<file path="src/rtl/spatz_controller.sv">
// Issue scheduler between the Spatz decoder and the VFU/VLSU/VSLDU: scoreboards
// pending vreg writes, holds one instruction per unit and tags each dispatch.
module spatz_controller #(
    parameter int unsigned NrVregs = 32,
    parameter int unsigned NrUnits = 3,
    parameter int unsigned IdWidth = 3
) (
    input  logic                         clk_i,
    input  logic                         rst_i,
    input  logic                         req_valid_i,
    output logic                         req_ready_o,
    input  logic [1:0]                   req_unit_i,
    input  logic [4:0]                   req_vd_i,
    input  logic [4:0]                   req_vs1_i,
    input  logic [4:0]                   req_vs2_i,
    input  logic                         req_use_vd_i,
    input  logic                         req_use_vs1_i,
    input  logic                         req_use_vs2_i,
    output logic [NrUnits-1:0]           issue_valid_o,
    input  logic [NrUnits-1:0]           issue_ready_i,
    output logic [NrUnits*IdWidth-1:0]   issue_id_o,
    input  logic [NrUnits-1:0]           done_i,
    output logic [NrVregs-1:0]           vreg_busy_o,
    output logic                         busy_o
);

    typedef enum logic [1:0] {IDLE = 2'd0, ISSUE = 2'd1, BUSY = 2'd2} state_e;

    state_e               state_q [NrUnits];
    state_e               state_d [NrUnits];
    logic [IdWidth-1:0]   tag_q   [NrUnits];
    logic [IdWidth-1:0]   tag_d   [NrUnits];
    logic [4:0]           vd_q    [NrUnits];
    logic [4:0]           vd_d    [NrUnits];
    logic [NrUnits-1:0]   wr_q, wr_d;
    logic [NrUnits-1:0]   issue_valid_q, issue_valid_d;
    logic [NrUnits-1:0]   sel;
    logic [NrVregs-1:0]   sb_q, sb_d;
    logic [IdWidth-1:0]   cnt_q, cnt_d;
    logic                 unit_idle, hazard, accept;

    // An out-of-range unit index selects nothing, so unit_idle stays 0.
    always_comb begin
        sel       = '0;
        unit_idle = 1'b0;
        for (int unsigned u = 0; u < NrUnits; u++) begin
            if (32'(req_unit_i) == u) begin
                sel[u]    = 1'b1;
                unit_idle = (state_q[u] == IDLE);
            end
        end
        hazard = (req_use_vs1_i && sb_q[req_vs1_i]) ||
                 (req_use_vs2_i && sb_q[req_vs2_i]) ||
                 (req_use_vd_i  && sb_q[req_vd_i]);
        req_ready_o = !rst_i && unit_idle && !hazard;
        accept      = req_valid_i && req_ready_o;
    end

    always_comb begin
        cnt_d = accept ? cnt_q + 1'b1 : cnt_q;
        sb_d  = sb_q;
        wr_d  = wr_q;
        for (int unsigned u = 0; u < NrUnits; u++) begin
            state_d[u] = state_q[u];
            tag_d[u]   = tag_q[u];
            vd_d[u]    = vd_q[u];
            case (state_q[u])
                IDLE: if (accept && sel[u]) begin
                    state_d[u] = ISSUE;
                    tag_d[u]   = cnt_q;
                    vd_d[u]    = req_vd_i;
                    wr_d[u]    = req_use_vd_i;
                end
                ISSUE: if (issue_ready_i[u]) state_d[u] = BUSY;
                BUSY: if (done_i[u]) begin
                    state_d[u] = IDLE;
                    if (wr_q[u]) sb_d[vd_q[u]] = 1'b0;
                end
                default: state_d[u] = IDLE;
            endcase
            issue_valid_d[u] = (state_d[u] == ISSUE);
        end
        // WAW stall guarantees this set never collides with a clear above.
        if (accept && req_use_vd_i) sb_d[req_vd_i] = 1'b1;
    end

    always_ff @(posedge clk_i or posedge rst_i) begin
        if (rst_i) begin
            cnt_q         <= '0;
            sb_q          <= '0;
            wr_q          <= '0;
            issue_valid_q <= '0;
            for (int unsigned u = 0; u < NrUnits; u++) begin
                state_q[u] <= IDLE;
                tag_q[u]   <= '0;
                vd_q[u]    <= '0;
            end
        end else begin
            cnt_q         <= cnt_d;
            sb_q          <= sb_d;
            wr_q          <= wr_d;
            issue_valid_q <= issue_valid_d;
            for (int unsigned u = 0; u < NrUnits; u++) begin
                state_q[u] <= state_d[u];
                tag_q[u]   <= tag_d[u];
                vd_q[u]    <= vd_d[u];
            end
        end
    end

    always_comb begin
        busy_o = 1'b0;
        for (int unsigned u = 0; u < NrUnits; u++) busy_o = busy_o | (state_q[u] != IDLE);
    end

    for (genvar g = 0; g < NrUnits; g++) begin : g_id
        assign issue_id_o[g*IdWidth +: IdWidth] = tag_q[g];
    end

    assign issue_valid_o = issue_valid_q;
    assign vreg_busy_o   = sb_q;

endmodule

</file>
<file path="config.mk">
export PLATFORM = sky130hd
export DESIGN_NAME = spatz_controller
export DESIGN_NICKNAME = d
export VERILOG_FILES = /design/src/rtl/spatz_controller.sv
export SDC_FILE = /design/constraint.sdc
export NUM_CORES = 1
export LEC_CHECK = 0
export ABC_CLOCK_PERIOD_IN_PS = 4100
export BUFFER_PORTS_ARGS = -buffer_cell sky130_fd_sc_hd__buf_2
export CAP_MARGIN = 20
export CORE_MARGIN = 2
export CORE_UTILIZATION = 57
export DETAILED_ROUTE_END_ITERATION = 8
export MAX_ROUTING_LAYER = met4
export PLACE_DENSITY = 0.8
export SETUP_SLACK_MARGIN = 0.02
export SLEW_MARGIN = 20
export SYNTH_ARGS = -nofsm -noshare
export SYNTH_HDL_FRONTEND = slang
export SYNTH_SLANG_ARGS = --single-unit
export TNS_END_PERCENT = 100
</file>
<file path="constraint.sdc">
create_clock -name clk_i -period 4.1 [get_ports clk_i]
set_input_delay 0.82 -clock clk_i [delete_from_list [all_inputs] [get_ports clk_i]]
set_output_delay 0.82 -clock clk_i [all_outputs]
set_load 0.03 [all_outputs]
</file>
==> results.cfg, run 1 <==
[layout]
drive_above_1_share_pct = 29.9
final_util_pct = 66.4
most-common-layout-cells = buf_2 (74), dfrtp_1 (71), nand2_1 (42)
fin_cells = 614
layout.cells.most_common = buf_2
area_delta_synth_final_pct = 11.8
nets = 537
diodes = 0
multi_input_area_mm2 = 0.00265
final.fill_count = 659
ff_latch_area_mm2 = 0.00178

[setup_path]
cp.arrival_ps = 2820
critPathTopFamily = multiplexers
crit_type = input port to primary output
crit_path_end_kind = primary output
path_buf_inv = 2
cp_common_cell = buf_2
path_cells = buf_2, mux4_1, mux2i_1, o221ai_1, a32oi_1, o211ai_1, nor2_1, buf_2
startpoint_type = input port
crit_path_top_delay_cell = mux4_1
ff2ff_setup_slack_ps = 1170
critPathMaxStageDelay_ps = 600
cp_max_fo = 8
required_ps = 3280

[timing]
worst_slew_pin_slew_ps = 1050
slew_viol_final = 0
fin_crit_sh_pct = 88.8
setup-tns-final_ps = 0
slew_headroom_pct = 29.7
setup_violations = 0
hold_violations = 0
rsz0062_at_grt = false
fin_skew_ps = 8.08
period_needed_ps = 3640
clock.fmax_mhz = 275

[drt]
dr.pass1.iters = 5
drt_iter0_markers = 420
wl_um = 14300
detail-route-antenna-nets = 0
via_per_inst = 6.90
num_vias = 4234
avgRoutedWirePerCell_um = 23.2
drc = 0

[clock_network]
root_buffer = clkbuf_8
cts_resized = 0
clock-sinks = 71
hold_buffers = 0
cts_setup_buffers = 0
clk_pin_slew_worst_paths_ps = 80
htree_levels = 3
cts_tree = built
clock_latency_ps = 340
numCtsBuffers = 9
clk_path_buf_depth = 2

[logic_synthesis]
synth_warnings = 0
syn_avg_cell_area_um2 = 10.4
yosysSeqAreaShare_pct = 38.3
async_flop_share_pct = 100
synth_cell_type_count = 53
synth-edff-count = 0
netlist_instances = 445
synth_ff_type = dfrtp_1
syn-num-nets = 475
ys_seq_elements = 71
synthesis.area_mm2 = 0.00464

[power]
p_switching_uw = 813
finalPower_uw = 2190
intPower_uw = 1380
comb_power_share_pct = 28.0
ir_worst_vdd_uv = 353
p_per_area_mw_per_mm2 = 422
clkPwrFrac_pct = 26.1
leakage_uw = 0.00230
swShare_pct = 37.2
seq_power_share_pct = 45.9

[grt]
grt_pass1_vias = 3977
grt_antenna_before_repair = 0
grt_usage_pct = 35.1
grt_first_pass_wirelength_um = 22600
global_route.overflow_total = 0
grt_max_degree = 45

[die]
coreArea_mm2 = 0.00781
fp-row-count = 32
start_util_pct = 59.4
die_area_mm2 = 0.00887
chipHeight_um = 94.2
die_x_um = 94.2
io_pins = 75

[place]
gp_congestion = 0.985
portBuffers = 74
place_hpwl_um = 10600
dp.cells = 598

[hold_path]
hold_class = flop to flop

[outcome]
status = completed

[job]
max_cap_viol_count = 0
sequential cells by signal (all words and copies together) (netlist names):
| name | cells |
|---|---|
| state_q | 6 |
| issue_valid_o | 3 |
| wr_q | 3 |
| cnt_q | 3 |
| vd_q | 15 |
| vreg_busy_o | 32 |
| issue_id_o | 9 |
cell families (layout without fill, tap and decap cells):
| group | after synthesis | count (layout) | synth area share (%) |
|---|---|---|---|
| multiplexers | 65 | 65 | 21.6 |
| adder cells (fa/ha/maj) | 1 | 1 | 0.270 |
| flip-flops | 71 | 71 | 38.3 |
| AO/OA/AOI/OAI | 98 | 98 | 14.7 |
| buffers and inverters | 36 | 103 | 4.51 |
| XOR/XNOR | 2 | 2 | 0.378 |
| AND/OR/NAND/NOR | 172 | 172 | 20.2 |
per-layer routing:
layer	vias to the layer above	GRT usage, %	wire length, µm
met3	43	6.66	1400
met2	289	52.1	6450
li1	1826	-	-
met1	2076	48.8	5970
met4	0	12.2	449
met5	-	-	0
synthesized netlist by cell type (all sizes together), types with 3 or more instances:
| cell | number | area share [%] |
|---|---|---|
| dfrtp | 71 | 38 |
| nand2 | 42 | 3.4 |
| inv | 9 | 0.73 |
| mux4 | 17 | 8.6 |
| nor2 | 21 | 1.7 |
| and3b | 3 | 0.57 |
| nor3b | 10 | 1.6 |
| or3 | 5 | 0.67 |
| clkbuf | 14 | 1.1 |
| or2 | 5 | 0.67 |
| o22ai | 10 | 1.3 |
| a22oi | 20 | 3.2 |
| o211ai | 8 | 1.3 |
| a21oi | 5 | 0.62 |
| nand3b | 5 | 0.81 |
| and2 | 3 | 0.40 |
| nand2b | 9 | 1.2 |
| nor3 | 13 | 1.4 |
| nand4 | 11 | 1.5 |
| mux2i | 17 | 3.7 |
| a32o | 5 | 1.1 |
| buf | 13 | 2.6 |
| a32oi | 4 | 0.76 |
| o21ai | 34 | 3.7 |
| mux2 | 31 | 9.4 |
| nor2b | 7 | 0.94 |
| or3b | 4 | 0.76 |
| and3 | 7 | 1.2 |
| nand3 | 21 | 2.3 |
worst register-to-register path, delay by kind of cell (launching register included):
| kind | cells | cell delay (ps) |
|---|---|---|
| AO/OA/AOI/OAI | 4 | 1090 |
| multiplexers | 1 | 540 |
| flip-flops | 1 | 460 |
| AND/OR/NAND/NOR | 1 | 460 |
| buffers and inverters | 1 | 270 |
power groups by stage:
stage               logic (µW)  registers, µW  clock network (µW)
floorplan                  389           1040                   0
global placement           599           1000                   0
detailed placement         607           1010                   0
CTS                        610            998                 575
global route               659           1030                 616
finish                     613           1000                 571
cell type report:
type | instances | share of cell area [%]
sequential | 71 | 34.3
tap | 102 | 2.46
clock inverter | 7 | 1.40
clock buffer | 9 | 2.39
inverter | 9 | 0.651
multi-input combinational | 338 | 51.1
timing repair buffer | 78 | 7.72
stage by stage:
stage               hold slack (ps)  setup slack [ps]  cell area (µm²)
CTS                             513               493             5190
global placement                483               567             4990
finish                          508               458             5190
detailed placement              489               497             4990
floorplan                       472               172             4640
global route                    530               369             5190
worst paths after layout:
path / startpoint / to / cells after the start
max in group asynchronous: rst_i / vreg_busy_o[9] / 4
min in group asynchronous: rst_i / vreg_busy_o[24] / 3
worst min register to register: wr_q[2] / wr_q[2] / 1
worst max register to register: vreg_busy_o[25] / vreg_busy_o[7] / 7
worst min-delay path: wr_q[2] / wr_q[2] / 1
worst max-delay path: req_vs2_i[0] / req_ready_o / 8
Power figures use the tool's default switching activity.
==> run 2: changes to the inputs <==
--- a/config.mk
+++ b/config.mk
@@ -8,6 +8,7 @@
 export ABC_CLOCK_PERIOD_IN_PS = 4100
 export BUFFER_PORTS_ARGS = -buffer_cell sky130_fd_sc_hd__buf_2
 export CAP_MARGIN = 20
+export CORE_ASPECT_RATIO = 0.6
 export CORE_MARGIN = 2
 export CORE_UTILIZATION = 57
 export DETAILED_ROUTE_END_ITERATION = 8
==> results.cfg, run 2 (synthesized netlist as in run 1, its figures left out) <==
[clock_network]
cts_resized = 0
root_buffer = clkbuf_16
clk_path_buf_depth = 2
clock_latency_ps = 340
hold_buffers = 0
htree_levels = 3
clock-sinks = 71
cts_tree = built
cts_setup_buffers = 0
clk_pin_slew_worst_paths_ps = 50
numCtsBuffers = 9

[layout]
nets = 537
area_delta_synth_final_pct = 13.8
diodes = 0
drive_above_1_share_pct = 29.4
largest_reg_flops = 32
finalInstanceArea_mm2 = 0.00528
most-common-layout-cells = buf_2 (74), dfrtp_1 (71), nand2_1 (42)
layout.cells.most_common = buf_2

[drt]
dr.pass1.iters = 6
num_vias = 4238
wl_um = 14800
drt_iter0_markers = 653
avgRoutedWirePerCell_um = 23.9
drc = 0
detail-route-antenna-nets = 0
via_per_inst = 6.85

[setup_path]
rr_startpoint = vreg_busy_o[16]
startpoint_type = input port
cp.depth = 8
required_ps = 3280
ff2ff_setup_slack_ps = 1110
crit_path_top_delay_cell = mux4_1
critPathTopFamily = compound AO/OA/AOI/OAI gates
path_buf_inv = 2
critPathMaxStageDelay_ps = 580
worstReg2RegEnd = vreg_busy_o[4]
path_cells = buf_2, mux4_1, o22ai_1, o221ai_1, a32oi_1, o211ai_1, nor2_1, buf_2
crit_path_end_kind = primary output
cp.arrival_ps = 2850
cp_common_cell = buf_2
worst-r2r-cell-count = 7
endpoint = req_ready_o
cp_max_fo = 8
critical_path.startpoint = req_vs2_i[0]
crit_type = input port to primary output

[die]
start_util_pct = 58.8
die_x_um = 120
io_pins = 75
fp-row-count = 25
die_area_mm2 = 0.00890
chipHeight_um = 73.9
coreArea_mm2 = 0.00788

[grt]
global_route.overflow_total = 0
grt_pass1_vias = 3935
grt_max_degree = 31
grt_antenna_before_repair = 0
grt_usage_pct = 35.9
grt_first_pass_wirelength_um = 23000

[hold_path]
hold_class = flop to flop

[timing]
slew_headroom_pct = 27.0
fin_crit_sh_pct = 89.6
setup-tns-final_ps = 0
slew_viol_final = 0
hold_violations = 0
fin_skew_ps = 5.86
rsz0062_at_grt = false
clock.fmax_mhz = 272
setup_violations = 0
period_needed_ps = 3670
worst_slew_pin_slew_ps = 1090

[outcome]
status = completed

[power]
p_per_area_mw_per_mm2 = 450
leakage_uw = 0.00234
ir_worst_vdd_uv = 273

[place]
gp_congestion = 0.932
place_area_mm2 = 0.00500
place_hpwl_um = 10800
portBuffers = 74

[job]
max_cap_viol_count = 0
## run 2: changes by cell type in the layout (fill, tap and decap cells not counted)
cell | previous run | this run
clkbuf_1 | 0 | 2
clkinv_4 | 1 | 0
clkinvlp_4 | 2 | 1
clkbuf_16 | 0 | 9
clkbuf_8 | 9 | 0
inv_6 | 1 | 0
## run 2: worst register-to-register path, delay by kind of cell, from the launching register on
| kind | cells | cell delay, ps |
|---|---|---|
| buffers and inverters | 1 | 270 |
| AO/OA/AOI/OAI | 3 | 960 |
| AND/OR/NAND/NOR | 1 | 460 |
| flip-flops | 1 | 490 |
| multiplexers | 2 | 680 |
## run 2: per-layer routing
metal,track usage [%],up-vias,part of all wire (%)
met2,48.5,268,41
met5,-,-,0
met1,53.0,2114,45
li1,-,1818,-
met3,10.4,38,12
met4,8.66,0,1.9
## run 2: layout make-up
cell class,instances,area [µm²]
sequential,71,1780
clock buffer,11,233
timing repair buffer,78,400
fill,638,2610
tap,108,135
inverter,9,33.8
clock inverter,4,47.5
multi-input combinational,338,2650
## run 2: power breakdown
part	total (µW)	internal (µW)	switching (µW)	leakage [µW]
registers	1010	827	180	0.000943
clock network	750	465	285	0.000135
logic	619	269	349	0.00126
## run 2: how the worst min path moves through the flow
stage | startpoint | end | slack, ps | cells after the start
finish | issue_id_o[0] | issue_id_o[0] | 500 | 1
global route | issue_id_o[0] | issue_id_o[0] | 520 | 1
CTS | issue_id_o[6] | issue_id_o[6] | 500 | 1
detailed placement | issue_id_o[6] | issue_id_o[6] | 490 | 1
global placement | wr_q[2] | wr_q[2] | 480 | 1
floorplan | wr_q[2] | wr_q[2] | 470 | 1
## run 2: per-stage QoR
step	hold slack [ps]	util, %	power, µW	cells	setup slack, ps
2_1_floorplan	472	-	1430	445	172
3_3_place_gp	483	63.4	1610	604	543
3_5_place_dp	487	63.4	1620	604	503
4_1_cts	504	67.0	2360	619	478
5_1_grt	521	67.0	2470	619	319
6_report	505	67.0	2380	619	428
